[src/rtl/asm_pkg.sv]
// Shared instruction-word layout and opcodes for the front-panel assembler.
package asm_pkg;

  localparam logic [3:0] OP_NOP  = 4'h0;
  localparam logic [3:0] OP_ADD  = 4'h1;
  localparam logic [3:0] OP_JUMP = 4'h2;

  localparam int OPC_MSB  = 31;
  localparam int OPC_LSB  = 28;
  localparam int DEST_LSB = 26;
  localparam int SRC_LSB  = 24;
  localparam int VAL_LSB  = 0;

  typedef struct packed {
    logic [3:0]  opcode;
    logic [1:0]  dest;
    logic [1:0]  src;
    logic [7:0]  rsvd;
    logic [15:0] value;
  } inst_t;

  // JUMP carries only a target, so its register fields are forced to zero.
  function automatic inst_t encode(input logic [3:0] op, input logic [1:0] dest,
                                   input logic [1:0] src, input logic [15:0] value);
    logic [31:0] w;
    w = '0;
    w[OPC_MSB:OPC_LSB] = op;
    if (op != OP_JUMP) begin
      w[DEST_LSB +: 2] = dest;
      w[SRC_LSB +: 2]  = src;
    end
    w[VAL_LSB +: 16] = value;
    return inst_t'(w);
  endfunction

endpackage

[src/rtl/assembler_if.sv]
// Front-panel request inputs and program-memory write port of the assembler.
interface assembler_if #(parameter int ADDR_W = 8);
  logic              prog;
  logic [15:0]       value;
  logic [1:0]        dest;
  logic [1:0]        src;
  logic              asm_add;
  logic              asm_jump;
  logic [31:0]       inst;
  logic              store_clk;
  logic [ADDR_W-1:0] store_addr;
  logic              err;

  modport master (
    output prog, value, dest, src, asm_add, asm_jump,
    input  inst, store_clk, store_addr, err
  );

  modport slave (
    input  prog, value, dest, src, asm_add, asm_jump,
    output inst, store_clk, store_addr, err
  );
endinterface

[src/rtl/sync_edge_detect.sv]
// Multi-flop synchroniser for an asynchronous level, plus a rising-edge pulse
// derived from the synchronised level.
module sync_edge_detect #(
  parameter int SYNC_STAGES = 2
) (
  input  logic clk,
  input  logic rst_n,
  input  logic din,
  output logic level,
  output logic rise
);

  logic [SYNC_STAGES-1:0] sync_q, sync_d;
  logic                   prev_q, prev_d;

  generate
    for (genvar gi = 0; gi < SYNC_STAGES; gi++) begin : g_stage
      if (gi == 0) begin : g_first
        assign sync_d[gi] = din;
      end else begin : g_rest
        assign sync_d[gi] = sync_q[gi-1];
      end
    end
  endgenerate

  always_comb begin
    prev_d = sync_q[SYNC_STAGES-1];
  end

  always_ff @(posedge clk or negedge rst_n) begin
    if (!rst_n) begin
      sync_q <= '0;
      prev_q <= 1'b0;
    end else begin
      sync_q <= sync_d;
      prev_q <= prev_d;
    end
  end

  assign level = sync_q[SYNC_STAGES-1];
  assign rise  = level & ~prev_q;

endmodule

[src/rtl/assembler.sv]
// Turns synchronised front-panel ADD/JUMP button edges into instruction words,
// a one-cycle memory write strobe and an auto-incrementing write address.
module assembler
  import asm_pkg::*;
#(
  parameter int ADDR_W      = 8,
  parameter int SYNC_STAGES = 2
) (
  input  logic        clk,
  input  logic        rst_n,
  assembler_if.slave  bus
);

  logic prog_s, prog_rise;
  logic add_s, add_rise;
  logic jump_s, jump_rise;

  sync_edge_detect #(.SYNC_STAGES(SYNC_STAGES)) u_sync_prog (
    .clk(clk), .rst_n(rst_n), .din(bus.prog), .level(prog_s), .rise(prog_rise)
  );
  sync_edge_detect #(.SYNC_STAGES(SYNC_STAGES)) u_sync_add (
    .clk(clk), .rst_n(rst_n), .din(bus.asm_add), .level(add_s), .rise(add_rise)
  );
  sync_edge_detect #(.SYNC_STAGES(SYNC_STAGES)) u_sync_jump (
    .clk(clk), .rst_n(rst_n), .din(bus.asm_jump), .level(jump_s), .rise(jump_rise)
  );

  inst_t             inst_q, inst_d;
  logic              store_clk_q, store_clk_d;
  logic [ADDR_W-1:0] addr_q, addr_d;
  logic              err_q, err_d;
  logic              store_evt;
  logic [3:0]        op;

  always_comb begin
    op = OP_NOP;
    if (add_rise)       op = OP_ADD;
    else if (jump_rise) op = OP_JUMP;

    store_evt   = prog_s & (add_rise ^ jump_rise);
    inst_d      = inst_q;
    store_clk_d = store_evt;
    err_d       = prog_s & add_rise & jump_rise;
    addr_d      = addr_q;

    if (store_evt) inst_d = encode(op, bus.dest, bus.src, bus.value);

    // The address advances only after the strobe so it is stable while written.
    // Leaving program mode (or starting a fresh session) rewinds to 0.
    if (!prog_s || prog_rise) addr_d = '0;
    else if (store_clk_q)     addr_d = addr_q + 1'b1;
  end

  always_ff @(posedge clk or negedge rst_n) begin
    if (!rst_n) begin
      inst_q      <= '0;
      store_clk_q <= 1'b0;
      addr_q      <= '0;
      err_q       <= 1'b0;
    end else begin
      inst_q      <= inst_d;
      store_clk_q <= store_clk_d;
      addr_q      <= addr_d;
      err_q       <= err_d;
    end
  end

  // Synchronised request levels are only consumed through their edge pulses.
  logic unused_levels;
  assign unused_levels = add_s ^ jump_s;

  assign bus.inst       = inst_q;
  assign bus.store_clk  = store_clk_q;
  assign bus.store_addr = addr_q;
  assign bus.err        = err_q;

endmodule

[src/flat_wrapper.sv]
// flat-port wrapper written by rule: the top's interface ports become plain ports
module assembler_flat import asm_pkg::*;
#(
  parameter int ADDR_W      = 8,
  parameter int SYNC_STAGES = 2
)
  (clk, rst_n, bus_prog, bus_value, bus_dest, bus_src, bus_asm_add, bus_asm_jump, bus_inst, bus_store_clk, bus_store_addr, bus_err);
  assembler_if #(.ADDR_W(ADDR_W)) bus_i ();
  input  logic clk;
  input  logic rst_n;
  input wire logic [$bits(bus_i.prog)-1:0] bus_prog;
  input wire logic [$bits(bus_i.value)-1:0] bus_value;
  input wire logic [$bits(bus_i.dest)-1:0] bus_dest;
  input wire logic [$bits(bus_i.src)-1:0] bus_src;
  input wire logic [$bits(bus_i.asm_add)-1:0] bus_asm_add;
  input wire logic [$bits(bus_i.asm_jump)-1:0] bus_asm_jump;
  output wire logic [$bits(bus_i.inst)-1:0] bus_inst;
  output wire logic [$bits(bus_i.store_clk)-1:0] bus_store_clk;
  output wire logic [$bits(bus_i.store_addr)-1:0] bus_store_addr;
  output wire logic [$bits(bus_i.err)-1:0] bus_err;
  assign bus_i.prog = bus_prog;
  assign bus_i.value = bus_value;
  assign bus_i.dest = bus_dest;
  assign bus_i.src = bus_src;
  assign bus_i.asm_add = bus_asm_add;
  assign bus_i.asm_jump = bus_asm_jump;
  assign bus_inst = bus_i.inst;
  assign bus_store_clk = bus_i.store_clk;
  assign bus_store_addr = bus_i.store_addr;
  assign bus_err = bus_i.err;
  assembler #(.ADDR_W(ADDR_W), .SYNC_STAGES(SYNC_STAGES)) u_core (.clk(clk), .rst_n(rst_n), .bus(bus_i));
endmodule
[config.mk]
export PLATFORM = sky130hd
export DESIGN_NAME = assembler_flat
export DESIGN_NICKNAME = d
export VERILOG_FILES = /design/src/rtl/asm_pkg.sv /design/src/rtl/assembler_if.sv /design/src/rtl/sync_edge_detect.sv /design/src/rtl/assembler.sv /design/src/flat_wrapper.sv
export SDC_FILE = /design/constraint.sdc
export NUM_CORES = 1
export LEC_CHECK = 0
export CORE_ASPECT_RATIO = 1.1
export CORE_UTILIZATION = 38
export CTS_CLUSTER_SIZE = 25
export DETAILED_ROUTE_END_ITERATION = 8
export PLACE_DENSITY = 0.75
export SLEW_MARGIN = 20
export SYNTH_ARGS = -nofsm -noshare
export SYNTH_HDL_FRONTEND = slang
export SYNTH_SLANG_ARGS = --single-unit
export TNS_END_PERCENT = 30
[constraint.sdc]
create_clock -name clk -period 1.3 [get_ports clk]
set_input_delay 0.195 -clock clk [delete_from_list [all_inputs] [get_ports clk]]
set_output_delay 0.195 -clock clk [all_outputs]
set_load 0.1 [all_outputs]
* Word-level counts from Yosys, hierarchy flattened
Index checks and enable logic that the tools add are counted.
** Word-level totals
- Flip-flop bits (word level) :: 43
- Bits in latches :: 0
- Bits in writable memories :: 0
- Memory bits (read-only) :: 0
- Input bits :: 25
- Output and inout bits :: 42
- Word-level logic and storage cells :: 33
- Memories :: 0
** Operators by class
- $add $sub $neg :: 1
- Multipliers :: 0
- Divide/modulo/power cells :: 0
- Magnitude comparators :: 0
- Eq/ne operators :: 1
- Shifts and indexed selects :: 0
- Muxes and demuxes :: 5
- Bitwise operators :: 10
- Reduce and logical (&&, ||, !) cells :: 3
** Operators by type and width (count)
- $mux W8 :: 2
- $add A8 B1 Y8 const B :: 1
- $and A1 B1 Y1 :: 6
- $mux W2 :: 2
- $mux W4 :: 1
- $not A1 Y1 :: 3
- $ne A2 B2 Y1 const B :: 1
- $reduce_bool A2 Y1 :: 1
- $logic_not A1 Y1 :: 1
- $logic_or A1 B1 Y1 :: 1
- $xor A1 B1 Y1 :: 1

* Depth between registers and ports, before layout
Gate-level depths: netlist of run 1.
- Depth in word-level cells :: 6
- Depth in mapped cells :: 7
- Mapped depth without buffers :: 6

* Cells and area by module
Synthesis of run 1 repeated with hierarchy kept, for this count alone.
** Second synthesis, totals
- Cell total of the unflattened synthesis :: 159
- Area total of the unflattened synthesis :: 1644.1 sq um
** By module, submodules not included
- assembler :: times used 1, cells an instance 147, area an instance 1377.6 sq um
- sync_edge_detect :: times used 3, cells an instance 4, area an instance 88.8 sq um

* Worst setup path after synthesis of run 1
Ideal clock, no wire load.
- Path type :: register to register
- Start :: register u_core.store_clk_q (netlist: u_core.bus.store_clk)
- End :: register u_core.addr_q[7] (netlist: u_core.bus.store_addr[7])
- Setup time :: 0.078 ns
- Arrival :: 1.780 ns
- Data required time :: 1.222 ns
- Path slack :: -0.558 ns
- Stages on the path, launching flop included :: 5
- Buffers on the path :: 1
- Period minus slack after synthesis :: 1.858 ns
- Path through :: dfrtp_1 -> buf_2 -> nand4_1 -> or3_1 -> a21oi_1
** On the way
- Word-level cells in the longest chain between the ends :: 1
** Ends and longest elaborated chain
- start: declaration :: line assembler.sv:29 : logic store_clk_q, store_clk_d;
- start signal: assignment :: line assembler.sv:62 : store_clk_q <= store_clk_d;
- $reduce_bool A2 Y1 (no line)
- end signal: assignment :: line assembler.sv:63 : addr_q <= addr_d;
- end: declaration :: line assembler.sv:30 : logic [ADDR_W-1:0] addr_q, addr_d;
Every way passes these cells.
A chain may end at the register's enable or synchronous reset.

* Final worst setup path of run 1
- Start :: register u_core.u_sync_add.prev_q
- End :: register u_core.inst_q, in the netlist u_core.bus.inst[5]
** On the way
- Word-level cells in the longest chain between the ends :: 4
** Ends and longest elaborated chain
- start: declaration :: line sync_edge_detect.sv:14 : logic prev_q, prev_d;
- start signal: assignment :: line sync_edge_detect.sv:36 : prev_q <= prev_d;
- $not A1 Y1 :: line sync_edge_detect.sv:41 : assign rise = level & ~prev_q;
- $and A1 B1 Y1 :: line sync_edge_detect.sv:41
- $xor A1 B1 Y1 :: line assembler.sv:40 : store_evt = prog_s & (add_rise ^ jump_rise);
- $and A1 B1 Y1 :: line assembler.sv:40
- end signal: assignment :: line assembler.sv:61 : inst_q <= inst_d;
- end: declaration :: line assembler.sv:28 : inst_t inst_q, inst_d;
Every way passes these cells.

==> results by group, run 1 <==
STA
  – Final setup TNS: -125.3 ps
  – RSZ-0062 raised after global routing: yes
  – Clock skew: 2.180 ps
  – Fin crit period: ~1300 ps
  – Fin crit share: 101.5%
  – # setup viols final: 14
  – Setup WS post-layout: -19.45 ps
  – Peak Freq: about 0.76 GHz
  – Fin. Hold Viols: 0
  – Slew Viols, Final: 0

GRT
  – GR Util met3: about 6.5%
  – Met1 Usage GRT: between 10% and 20%
  – Vias in the first global route: 1293
  – First-pass GRT wire length: about 5800 um
  – Top Usage Layer GRT: met2
  – Routing usage on met2: 27.30%
  – Total GRT Usage: roughly 17%
  – Initial antenna violation count: 0
  – Largest net degree at the start of global routing: 42
  – Grt total ovfl: 0

Power
  – Static Leak: 1.284 nW
  – Power density cells: ~1700 nW/um^2
  – Max VDD drop: approximately 1.0 mV

Drt
  – DRT antenna net count: 0
  – Final WL: between 3000 and 4000 um
  – Via count: approximately 1.3k
  – First-pass DRT Iterations: 4
  – Vias per std cell: between 4 and 5
  – DRC violations left: 0
  – DR WL/cell: between 10 and 15 um
  – DRT iter0 DRCs: 46

Floorplanning
  – Die ar.: between 4000 and 5000 sq um
  – Initial Util: between 40% and 50%
  – Core ar.: approximately 4000 sq um
  – Io pins: 67
  – # rows: 24
  – Die Ht: between 70 and 80 um
  – Die W: roughly 64 um

Clock network
  – Clock sinks: between 40 and 50
  – Clock transition at path regs: 70 ps
  – Htree depth: 2
  – CTS Buffer Depth: 2
  – Worst-Skew Late Latency: 280 ps
  – CTS tree: built
  – Total CTS buffers: 5
  – Clock root cell: clkbuf_8

Placement
  – Pre-CTS setup slack: -69.67 ps
  – GPL Wtd Cong: ~0.7
  – HPWL Detailed: approximately 2400 um
  – Port bufs: 56
  – Cells after DPL: around 260
  – Cell Area, Placed: ~2600 sq um

Worst setup path
  – Crit-path slowest cell: dfrtp_1
  – CP Cell Sequence: nand2b_4 -> ha_4 -> nand2b_4 -> buf_6 -> nand2_2 -> nand2_2
  – Max incr delay on CP: 370 ps
  – Reg-to-Reg Start: u_core.u_sync_add.prev_q
  – Worst r2r dst: u_core.bus.inst[5]
  – Kind of cell adding the most delay to the critical path: simple AND/OR/NAND/NOR gates
  – Startpoint types: register
  – CP endpoint kind: register
  – Setup CP Type: reg -> reg
  – Critical path buffer and inverter count: 1
  – Worst Path Max Fanout: 9
  – Critical Path RT: about 1500 ps
  – Worst Path Arrival: roughly 1500 ps
  – Cells on worst reg2reg path: 6
  – Flop2flop setup slack: -20 ps

Synthesis
  – Synth Area in Simple Gates: 23.05%
  – Number of synthesized flops with an enable pin: 0
  – Most frequent cell after synthesis: nand2_1
  – Yosys reg bits: 41
  – Fraction of synthesized cell area in xor and xnor cells: 2.181%
  – Main combinational cell family by area after synthesis: simple AND/OR/NAND/NOR gates
  – Async set-reset flop share out of synthesis: 100.0%
  – Top cells by area, synth: dfrtp_1 64%, nand2_1 14%, buf_4 4.7%
  – Synth unique cells: 22
  – Post-Syn Area: between 1500 and 2000 sq um
  – Compound-cell area share of the yosys netlist: under 10%
  – Mapped Avg Cell Area: between 10 and 15 sq um
  – Area fraction of the dominant cell type after synthesis: a little under two thirds
  – Yosys warning count: 0
  – Post-Synth Adder-Cell Area: under 10%
  – Cells after Synth: around 160
  – Seq/Total Area, Yosys: between 60% and 70%
  – Post-synthesis mux area share: 0.6231%
  – Top FF cell, synth: dfrtp_1
  – Post-synth top area cell: dfrtp_1
  – Top post-synthesis cells by count: 62 x nand2_1, 41 x dfrtp_1, 10 x buf_4, 5 x nor2_1

Finish
  – Post-Route Utilization: a little over two thirds
  – Post-route cell area: about 2800 sq um
  – Antenna fix cells: 0
  – Fraction of layout cells with a size suffix above 1: between 30% and 40%
  – Non-Filler Instances: 275
  – Nets@finish: 249
  – Synth-to-layout area growth: 74.77%

Min path
  – Hold depth: 1
  – Worst Hold Class: in -> reg
  – Worst Hold Endpoint: u_core.u_sync_jump.sync_q[0]
  – Hold Crit Start: bus_asm_jump

Outcome
  – Status: finished, violations left
  – Violated checks: setup timing

Run
  – Max-cap viol count: 0
-- metal layers --
| metal | vias to the layer above | part of all wire (%) |
|---|---|---|
| met5 | - | 0 |
| met4 | 0 | 1.2 |
| li1 | 607 | - |
| met2 | 47 | 52 |
| met3 | 4 | 8.1 |
| met1 | 594 | 39 |
-- flip-flops by register name, summed over array words and instances (netlist names) --
signal and flops:
u_core.u_sync_prog.sync_q 2, u_core.bus.store_addr 8, u_core.u_sync_add.prev_q 1, u_core.u_sync_add.sync_q 2
u_core.bus.inst 22, u_core.u_sync_jump.prev_q 1, u_core.bus.err 1, u_core.u_sync_prog.prev_q 1
u_core.bus.store_clk 1, u_core.u_sync_jump.sync_q 2
-- repair_timing --
action,CTS,global route
gates resized for setup,7,18
hold buffers,1,0
buffers inserted,3,1
setup endpoints to repair,21,23
pin swaps,0,3
hold endpoints to repair,41,0
-- where the power goes --
| group | switching (mW) | internal (mW) | leakage (nW) |
|---|---|---|---|
| Sequential | 0.184 | 1.43 | 0.500 |
| Clock | 0.404 | 0.479 | 0.0542 |
| Combinational | 1.42 | 0.724 | 0.731 |
-- how the worst max path moves through the flow --
stage | slack, ps | cells after the start | startpoint | endpoint
after floorplan | -90 | 4 | u_core.bus.store_clk | u_core.bus.store_addr[7]
after global placement | -20 | 6 | u_core.u_sync_jump.sync_q[1] | u_core.bus.inst[25]
final | -20 | 6 | u_core.u_sync_add.prev_q | u_core.bus.inst[5]
after CTS | -20 | 6 | u_core.u_sync_jump.sync_q[1] | u_core.bus.inst[25]
after global routing | -90 | 6 | u_core.u_sync_add.prev_q | u_core.bus.inst[7]
after detailed placement | -70 | 6 | u_core.u_sync_jump.sync_q[1] | u_core.bus.inst[25]
-- logic make-up (layout without fill, tap and decap cells) --
family	after synthesis	count (layout)
flip-flops	41	41
XOR/XNOR	4	4
other	1	10
AO/OA/AOI/OAI	7	7
adder cells (fa/ha/maj)	2	2
multiplexers	1	1
AND/OR/NAND/NOR	84	84
buffers and inverters	16	74
-- per-stage QoR --
step	hold slack [ps]	power, mW
6_report	346.8	4.645
2_1_floorplan	-100.6	2.919
3_3_place_gp	185.5	3.719
4_1_cts	334.8	4.657
5_1_grt	333.1	4.811
3_5_place_dp	185.9	3.742
-- cell usage in the layout, fill, tap and decap left out, types with 4 or more instances in the layout --
master,instances
nand2_1,47
nor2_1,5
clkdlybuf4s50_1,23
conb_1,10
dfrtp_1,32
buf_6,4
nand2_2,15
nand3b_1,4
dfrtp_4,7
buf_12,33
clkbuf_8,7
-- cell type report --
cell class | count | area, sq um
fillers | 281 | 1186
flip-flops and latches | 41 | 1055
repair buffers | 65 | 973.4
multi-input cells | 108 | 601.8
clock buffers | 7 | 96.34
well taps | 52 | 65.06
inverters | 1 | 11.26
clock inverters | 1 | 5.005
Power figures use the tool's default switching activity.
==> run 2: changes to the inputs <==
Settings changed: CAP_MARGIN set to 20, MAX_ROUTING_LAYER set to met4.
==> run 2 against run 1 <==
  * The run still ends with setup timing left
  * Routed wire length increased by 0.43%
  * Count of clock-buffer cells in the layout unchanged
  * Via count increased by 0.64%
  * Sequential power about the same
==> results by group, run 2 (synthesis gave the netlist of run 1 again) <==
GRT
  – First-pass GRT wire length: 5761 um (+0.12%)
  – Vias in the first global route: 1291 (-0.15%)
  – Grt total ovfl: 0 (unchanged)
  – Total GRT Usage: 17.05% (+0.48 points)
  – Largest net degree at the start of global routing: 42 (unchanged)
  – Initial antenna violation count: 0 (unchanged)

STA
  – Clock skew: 2.284 ps (+0.1034 ps)
  – # setup viols final: 14 (unchanged)
  – Fin. Hold Viols: 0 (unchanged)
  – Slew Viols, Final: 0 (unchanged)
  – Peak Freq: 0.7575 GHz (about the same)
  – RSZ-0062 raised after global routing: yes
  – Setup WS post-layout: -20.21 ps (-0.7617 ps)
  – Fin crit period: 1320 ps (+0.7617 ps)
  – Fin crit share: 101.6% (about the same)
  – Worst Hold Slack: 347.0 ps (+0.2180 ps)
  – Final setup TNS: -128.1 ps (-2.805 ps)

Power
  – Static Leak: 1.284 nW (unchanged)
  – Comb pwr share: 46.2% (about the same)
  – Psw: 2.009 mW (about the same)
  – Sw Ratio: 43.23% (about the same)
  – Cell Int Power: 2.638 mW (about the same)
  – Total power: 4.646 mW (about the same)
  – Clock power share: 19.0% (about the same)
  – Power density cells: 1655 nW/um^2 (about the same)
  – Sequential share of power: 34.8% (about the same)
  – Max VDD drop: 1.048 mV (about the same)

Drt
  – DR WL/cell: 11.94 um (+0.43%)
  – DRT iter0 DRCs: 61 (+33%)
  – DRC violations left: 0 (unchanged)
  – Final WL: 3283 um (+0.43%)
  – First-pass DRT Iterations: 4 (unchanged)
  – Via count: 1260 (+0.64%)
  – DRT antenna net count: 0 (unchanged)
  – Vias per std cell: 4.582 (+0.64%)

Clock network
  – Clock root cell: clkbuf_8
  – Total CTS buffers: 5 (unchanged)
  – Clock transition at path regs: 70 ps (about the same)
  – Worst-Skew Late Latency: 280 ps (about the same)
  – Clock sinks: 41 (unchanged)
  – Htree depth: 2 (unchanged)
  – CTS tree: built
  – CTS Buffer Depth: 2 (unchanged)

Worst setup path
  – Worst Path Arrival: 1500 ps (about the same)
  – Worst Path Max Fanout: 9 (unchanged)
  – Setup CP Type: reg -> reg
  – Kind of cell adding the most delay to the critical path: simple AND/OR/NAND/NOR gates
  – CP endpoint kind: register
  – Max incr delay on CP: 370 ps (about the same)
  – Critical Path RT: 1480 ps (about the same)
  – CP Cell Sequence: nand2b_4 -> ha_4 -> nand2b_4 -> buf_6 -> nand2_2 -> nand2_2
  – Crit-path slowest cell: dfrtp_1
  – Startpoint types: register
  – Critical path buffer and inverter count: 1 (unchanged)

Finish
  – Filler instances: 281 (unchanged)
  – Non-Filler Instances: 275 (unchanged)
  – Antenna fix cells: 0 (unchanged)
  – Post-route cell area: 2808 sq um (unchanged)
  – Nets@finish: 249 (unchanged)
  – Most common cell after layout, fill and taps aside: nand2_1
  – Fraction of layout cells with a size suffix above 1: 36.32% (unchanged)
  – Synth-to-layout area growth: 74.77% (unchanged)
  – Commonest cells after routing, fill and taps aside: 47 x nand2_1, 33 x buf_12, 32 x dfrtp_1, 23 x clkdlybuf4s50_1, 15 x nand2_2
  – Max FFs per register: 22 (unchanged)

Outcome
  – Status: finished, violations left
  – Violated checks: setup timing

Floorplanning
  – Die ar.: 4492 sq um (unchanged)
  – Core ar.: 3994 sq um (unchanged)
  – Initial Util: 40.23% (unchanged)
  – Die Ht: 70.20 um (unchanged)
  – Io pins: 67 (unchanged)
  – # rows: 24 (unchanged)
  – Die W: 64.00 um (unchanged)

Placement
  – HPWL Detailed: 2382 um (unchanged)
  – Cell Area, Placed: 2597 sq um (unchanged)
  – Port bufs: 56 (unchanged)
  – Cells after DPL: 262 (unchanged)
  – GPL Wtd Cong: 0.7227 (+1.1%)

Min path
  – Worst Hold Class: in -> reg

Run
  – Max-cap viol count: 0 (unchanged)
==> run 2: timing repair <==
action | CTS | global route
endpoints found under the hold margin | 41 | 0
pin swaps | 0 | 3
gates resized for setup | 7 | 18
cloned | 0 | 0
setup buffers | 3 | 1
setup endpoints to repair | 21 | 23
hold buffers | 1 | 0
==> run 2: power by group through the flow <==
| stage | Sequential (mW) | Combinational (mW) | Clock, mW |
|---|---|---|---|
| floorplan | 2.59 | 0.329 | 0 |
| global placement | 1.63 | 2.09 | 0 |
| detailed placement | 1.63 | 2.11 | 0 |
| CTS | 1.61 | 2.13 | 0.916 |
| global route | 1.64 | 2.22 | 0.948 |
| finish | 1.62 | 2.14 | 0.883 |
==> run 2: cell type report <==
cell class,instances,area [sq um],share of cell area [%]
Timing Repair Buffer,65,973.4,34.67
Clock buffer,7,96.34,3.431
Multi-Input combinational cell,108,601.8,21.43
Tap cell,52,65.06,2.317
Inverter,1,11.26,0.4011
Clock inverter,1,5.005,0.1783
Sequential cell,41,1055,37.57
==> run 2: final timing paths <==
check / start / end / slack [ps] / cells after the start
hold / removal: bus_asm_jump / u_core.u_sync_jump.sync_q[0] / 350 / 1
max in group asynchronous: rst_n / u_core.bus.store_clk / 670 / 3
min in group asynchronous: rst_n / u_core.bus.store_addr[4] / 420 / 3
hold reg to reg: u_core.u_sync_add.sync_q[0] / u_core.u_sync_add.sync_q[1] / 350 / 0
setup reg to reg: u_core.u_sync_add.prev_q / u_core.bus.inst[5] / -20 / 6
setup / recovery: u_core.u_sync_add.prev_q / u_core.bus.inst[5] / -20 / 6
==> run 2: metal layers <==
metal | GRT usage (%) | up-vias | share of wire (%)
met4 | 5.556 | 0 | 1.2
li1 | - | 605 | -
met3 | 5.392 | 4 | 7.2
met1 | 20.30 | 602 | 40
met5 | - | - | 0
met2 | 27.30 | 49 | 52
==> run 2: worst register-to-register path, stage by stage, from the launching register on <==
cell and delay [ps]:
dfrtp_1 370, nand2b_4 150, ha_4 230, nand2b_4 190
buf_6 170, nand2_2 80, nand2_2 50
==> run 2: through the flow <==
| stage | setup slack, ps | utilization, % |
|---|---|---|
| 2_1_floorplan | -93.15 | - |
| 3_3_place_gp | -20.29 | 65.04 |
| 3_5_place_dp | -69.67 | 65.04 |
| 4_1_cts | -17.50 | 68.92 |
| 5_1_grt | -87.79 | 70.30 |
| 6_report | -20.21 | 70.30 |
==> run 3: changes to the inputs <==
Settings changed: CORE_UTILIZATION 38 to 42, GPL_ROUTABILITY_DRIVEN set to 0, PLACE_DENSITY 0.75 to 0.79.
Clock period 1.3 ns to 1.4 ns, I/O delays scaled along.
==> run 3 against run 2 <==
  * The run still ends with setup timing left
  * Setup slack gained 4.0 ps
  * Clock skew grew 7.7 ps
  * Sequential share of layout area shrank 0.60 points
  * First-iteration DRC count shrank 36%
  * Critical path depth grew 1
  * Maximum frequency shrank 6.8%
  * Non-clock buffer count grew 1
  * Utilization grew 7.7 points
  * Power shrank 4.3%
  * Critical path type unchanged
==> results by group, run 3 (synthesis gave the netlist of run 1 again) <==
Outcome
  – Status: finished, violations left
  – Violated checks: setup timing

Worst setup path
  – Worst Path Arrival: 1600 ps (+100 ps)
  – Startpoint types: register
  – CP Cell Sequence: nor2b_4 -> ha_4 -> nand2b_4 -> inv_6 -> clkbuf_16 -> nand2_2 -> nand2_1
  – CP endpoint kind: register
  – Worst Path Max Fanout: 6 (-3)
  – Kind of cell adding the most delay to the critical path: simple AND/OR/NAND/NOR gates
  – Setup CP Type: reg -> reg
  – Worst r2r dst: u_core.bus.inst[12]
  – Critical path buffer and inverter count: 2 (+1)
  – Crit-path slowest cell: dfrtp_1
  – Max incr delay on CP: 390 ps (+20 ps)
  – Cells on worst reg2reg path: 7 (+1)
  – Flop2flop setup slack: -20 ps (about the same)
  – Critical Path RT: 1590 ps (+110 ps)
  – Reg-to-Reg Start: u_core.u_sync_jump.sync_q[1]

STA
  – Fin crit share: 101.2% (-0.40 points)
  – Measured slew at the worst slew-check pin: approximately 540 ps
  – Final setup TNS: -35.81 ps (+92.32 ps)
  – # setup viols final: 5 (-9)
  – Clock skew: 9.936 ps (+7.652 ps)
  – Fin. Hold Viols: 0 (unchanged)
  – Worst Hold Slack: 349.7 ps (+2.678 ps)
  – Slew margin rel.: roughly 64%
  – Fin crit period: 1416 ps (+95.98 ps)
  – Slew Viols, Final: 0 (unchanged)
  – Setup WS post-layout: -16.19 ps (+4.024 ps)
  – RSZ-0062 raised after global routing: yes
  – Peak Freq: 0.7061 GHz (-6.8%)

Finish
  – Post-Route Utilization: 77.99% (+7.7 points)
  – Fraction of layout cells with a size suffix above 1: 33.93% (-2.4 points)
  – Filler instances: 226 (-20%)
  – Synth-to-layout area growth: 77.41%
  – Max FFs per register: 22 (unchanged)
  – Non-Filler Instances: 274 (-0.36%)
  – Post-route cell area: 2850 sq um (+1.5%)
  – Nets@finish: 250 (+0.40%)
  – Most common cell after layout, fill and taps aside: nand2_1
  – Antenna fix cells: 0 (unchanged)
  – Commonest cells after routing, fill and taps aside: 50 x nand2_1, 35 x buf_12, 33 x dfrtp_1, 23 x clkdlybuf4s50_1, 12 x nand2_2

Floorplanning
  – Initial Util: 43.96% (+3.7 points)
  – # rows: 23 (-4.2%)
  – Die ar.: 4077 sq um (-9.2%)
  – Core ar.: 3655 sq um (-8.5%)
  – Die Ht: 66.87 um (-4.7%)
  – Die W: 60.97 um (-4.7%)
  – Io pins: 67 (unchanged)

Min path
  – Hold Crit Start: u_core.u_sync_jump.sync_q[0]
  – Hold depth: 0 (-1)
  – Worst Hold Endpoint: u_core.u_sync_jump.sync_q[1]
  – Worst Hold Class: reg -> reg

Run
  – Max-cap viol count: 0 (unchanged)

GRT
  – Grt total ovfl: 0 (unchanged)
  – Vias in the first global route: 1287 (-0.31%)
  – Largest net degree at the start of global routing: 24 (-43%)
  – First-pass GRT wire length: 5547 um (-3.7%)
  – Total GRT Usage: 19.56% (+2.5 points)
  – Initial antenna violation count: 0 (unchanged)

Clock network
  – CTS Buffer Depth: 2 (unchanged)
  – Clock sinks: 41 (unchanged)
  – Htree depth: 2 (unchanged)
  – Worst-Skew Late Latency: 300 ps (+20 ps)
  – Clock transition at path regs: 80 ps (about the same)
  – # Post-CTS Setup Buffers: 0 (-3)
  – Clock root cell: clkbuf_8
  – CTS tree: built
  – Total CTS buffers: 5 (unchanged)

Placement
  – Cells after DPL: 262 (unchanged)
  – Port bufs: 56 (unchanged)
  – HPWL Detailed: 2537 um (+6.5%)
  – Cell Area, Placed: 2591 sq um (-0.24%)

Drt
  – DRT antenna net count: 0 (unchanged)
  – Via count: 1291 (+2.5%)
  – DRT iter0 DRCs: 39 (-36%)
  – Final WL: 3814 um (+16%)
  – DRC violations left: 0 (unchanged)
  – First-pass DRT Iterations: 4 (unchanged)
  – Vias per std cell: 4.712 (+2.8%)
  – DR WL/cell: 13.92 um (+17%)

Power
  – Max VDD drop: 1.503 mV (+43%)
  – Static Leak: 1.314 nW (+2.3%)
  – Power density cells: 1560 nW/um^2 (-5.8%)
==> run 3: changes by cell type in the layout (fill, tap and decap cells not counted), sizes merged <==
cell and change:
buf -1, bufinv +1, clkbuf +1
==> run 3: timing repair <==
action / in CTS / in global routing
hold buffers: 1 / 0
cloned: 0 / 3
endpoints found under the setup margin: 21 / 22
hold endpoints to repair: 22 / 0
resized for setup: 3 / 22
pin swaps: 0 / 16
==> run 3: cell type report <==
class | count | area [sq um] | share of cell area [%]
clock inverters | 2 | 35.03 | 1.229
multi-input cells | 108 | 590.6 | 20.72
clock buffers | 6 | 72.57 | 2.546
well taps | 50 | 62.56 | 2.195
flip-flops and latches | 41 | 1054 | 36.96
inverters | 1 | 8.758 | 0.3073
repair buffers | 66 | 1027 | 36.04
==> run 3: how the worst max path moves through the flow <==
stage,from,slack (ps),depth (start not counted),endpoint
6_report,u_core.u_sync_jump.sync_q[1],-20,7,u_core.bus.inst[12]
5_1_grt,u_core.u_sync_jump.sync_q[1],-90,7,u_core.bus.inst[25]
4_1_cts,u_core.u_sync_add.prev_q,9,7,u_core.bus.inst[27]
3_5_place_dp,u_core.u_sync_add.prev_q,-50,7,u_core.bus.inst[27]
3_3_place_gp,u_core.u_sync_add.prev_q,10,7,u_core.bus.inst[4]
2_1_floorplan,u_core.u_sync_add.prev_q,-20,7,u_core.bus.inst[29]
==> run 3: report_power, final <==
part / internal (mW) / switching [mW]
Sequential: 1.33 / 0.169
Clock: 0.529 / 0.390
Combinational: 0.687 / 1.34
Total: 2.55 / 1.90
==> run 3: per-layer routing <==
layer  GRT usage [%]  up-vias  share of wire (%)
met2           33.79       54                 56
met5               -        -                  0
li1                -      611                  -
met1           21.10      621                 38
met3           5.437        5                5.4
met4           7.386        0               0.81
==> run 3: metrics by stage <==
stage	setup WS, ps	total power [mW]
4_1_cts	9.168	4.398
3_3_place_gp	12.37	3.452
3_5_place_dp	-50.28	3.479
2_1_floorplan	-19.04	2.692
6_report	-16.19	4.445
5_1_grt	-88.02	4.588
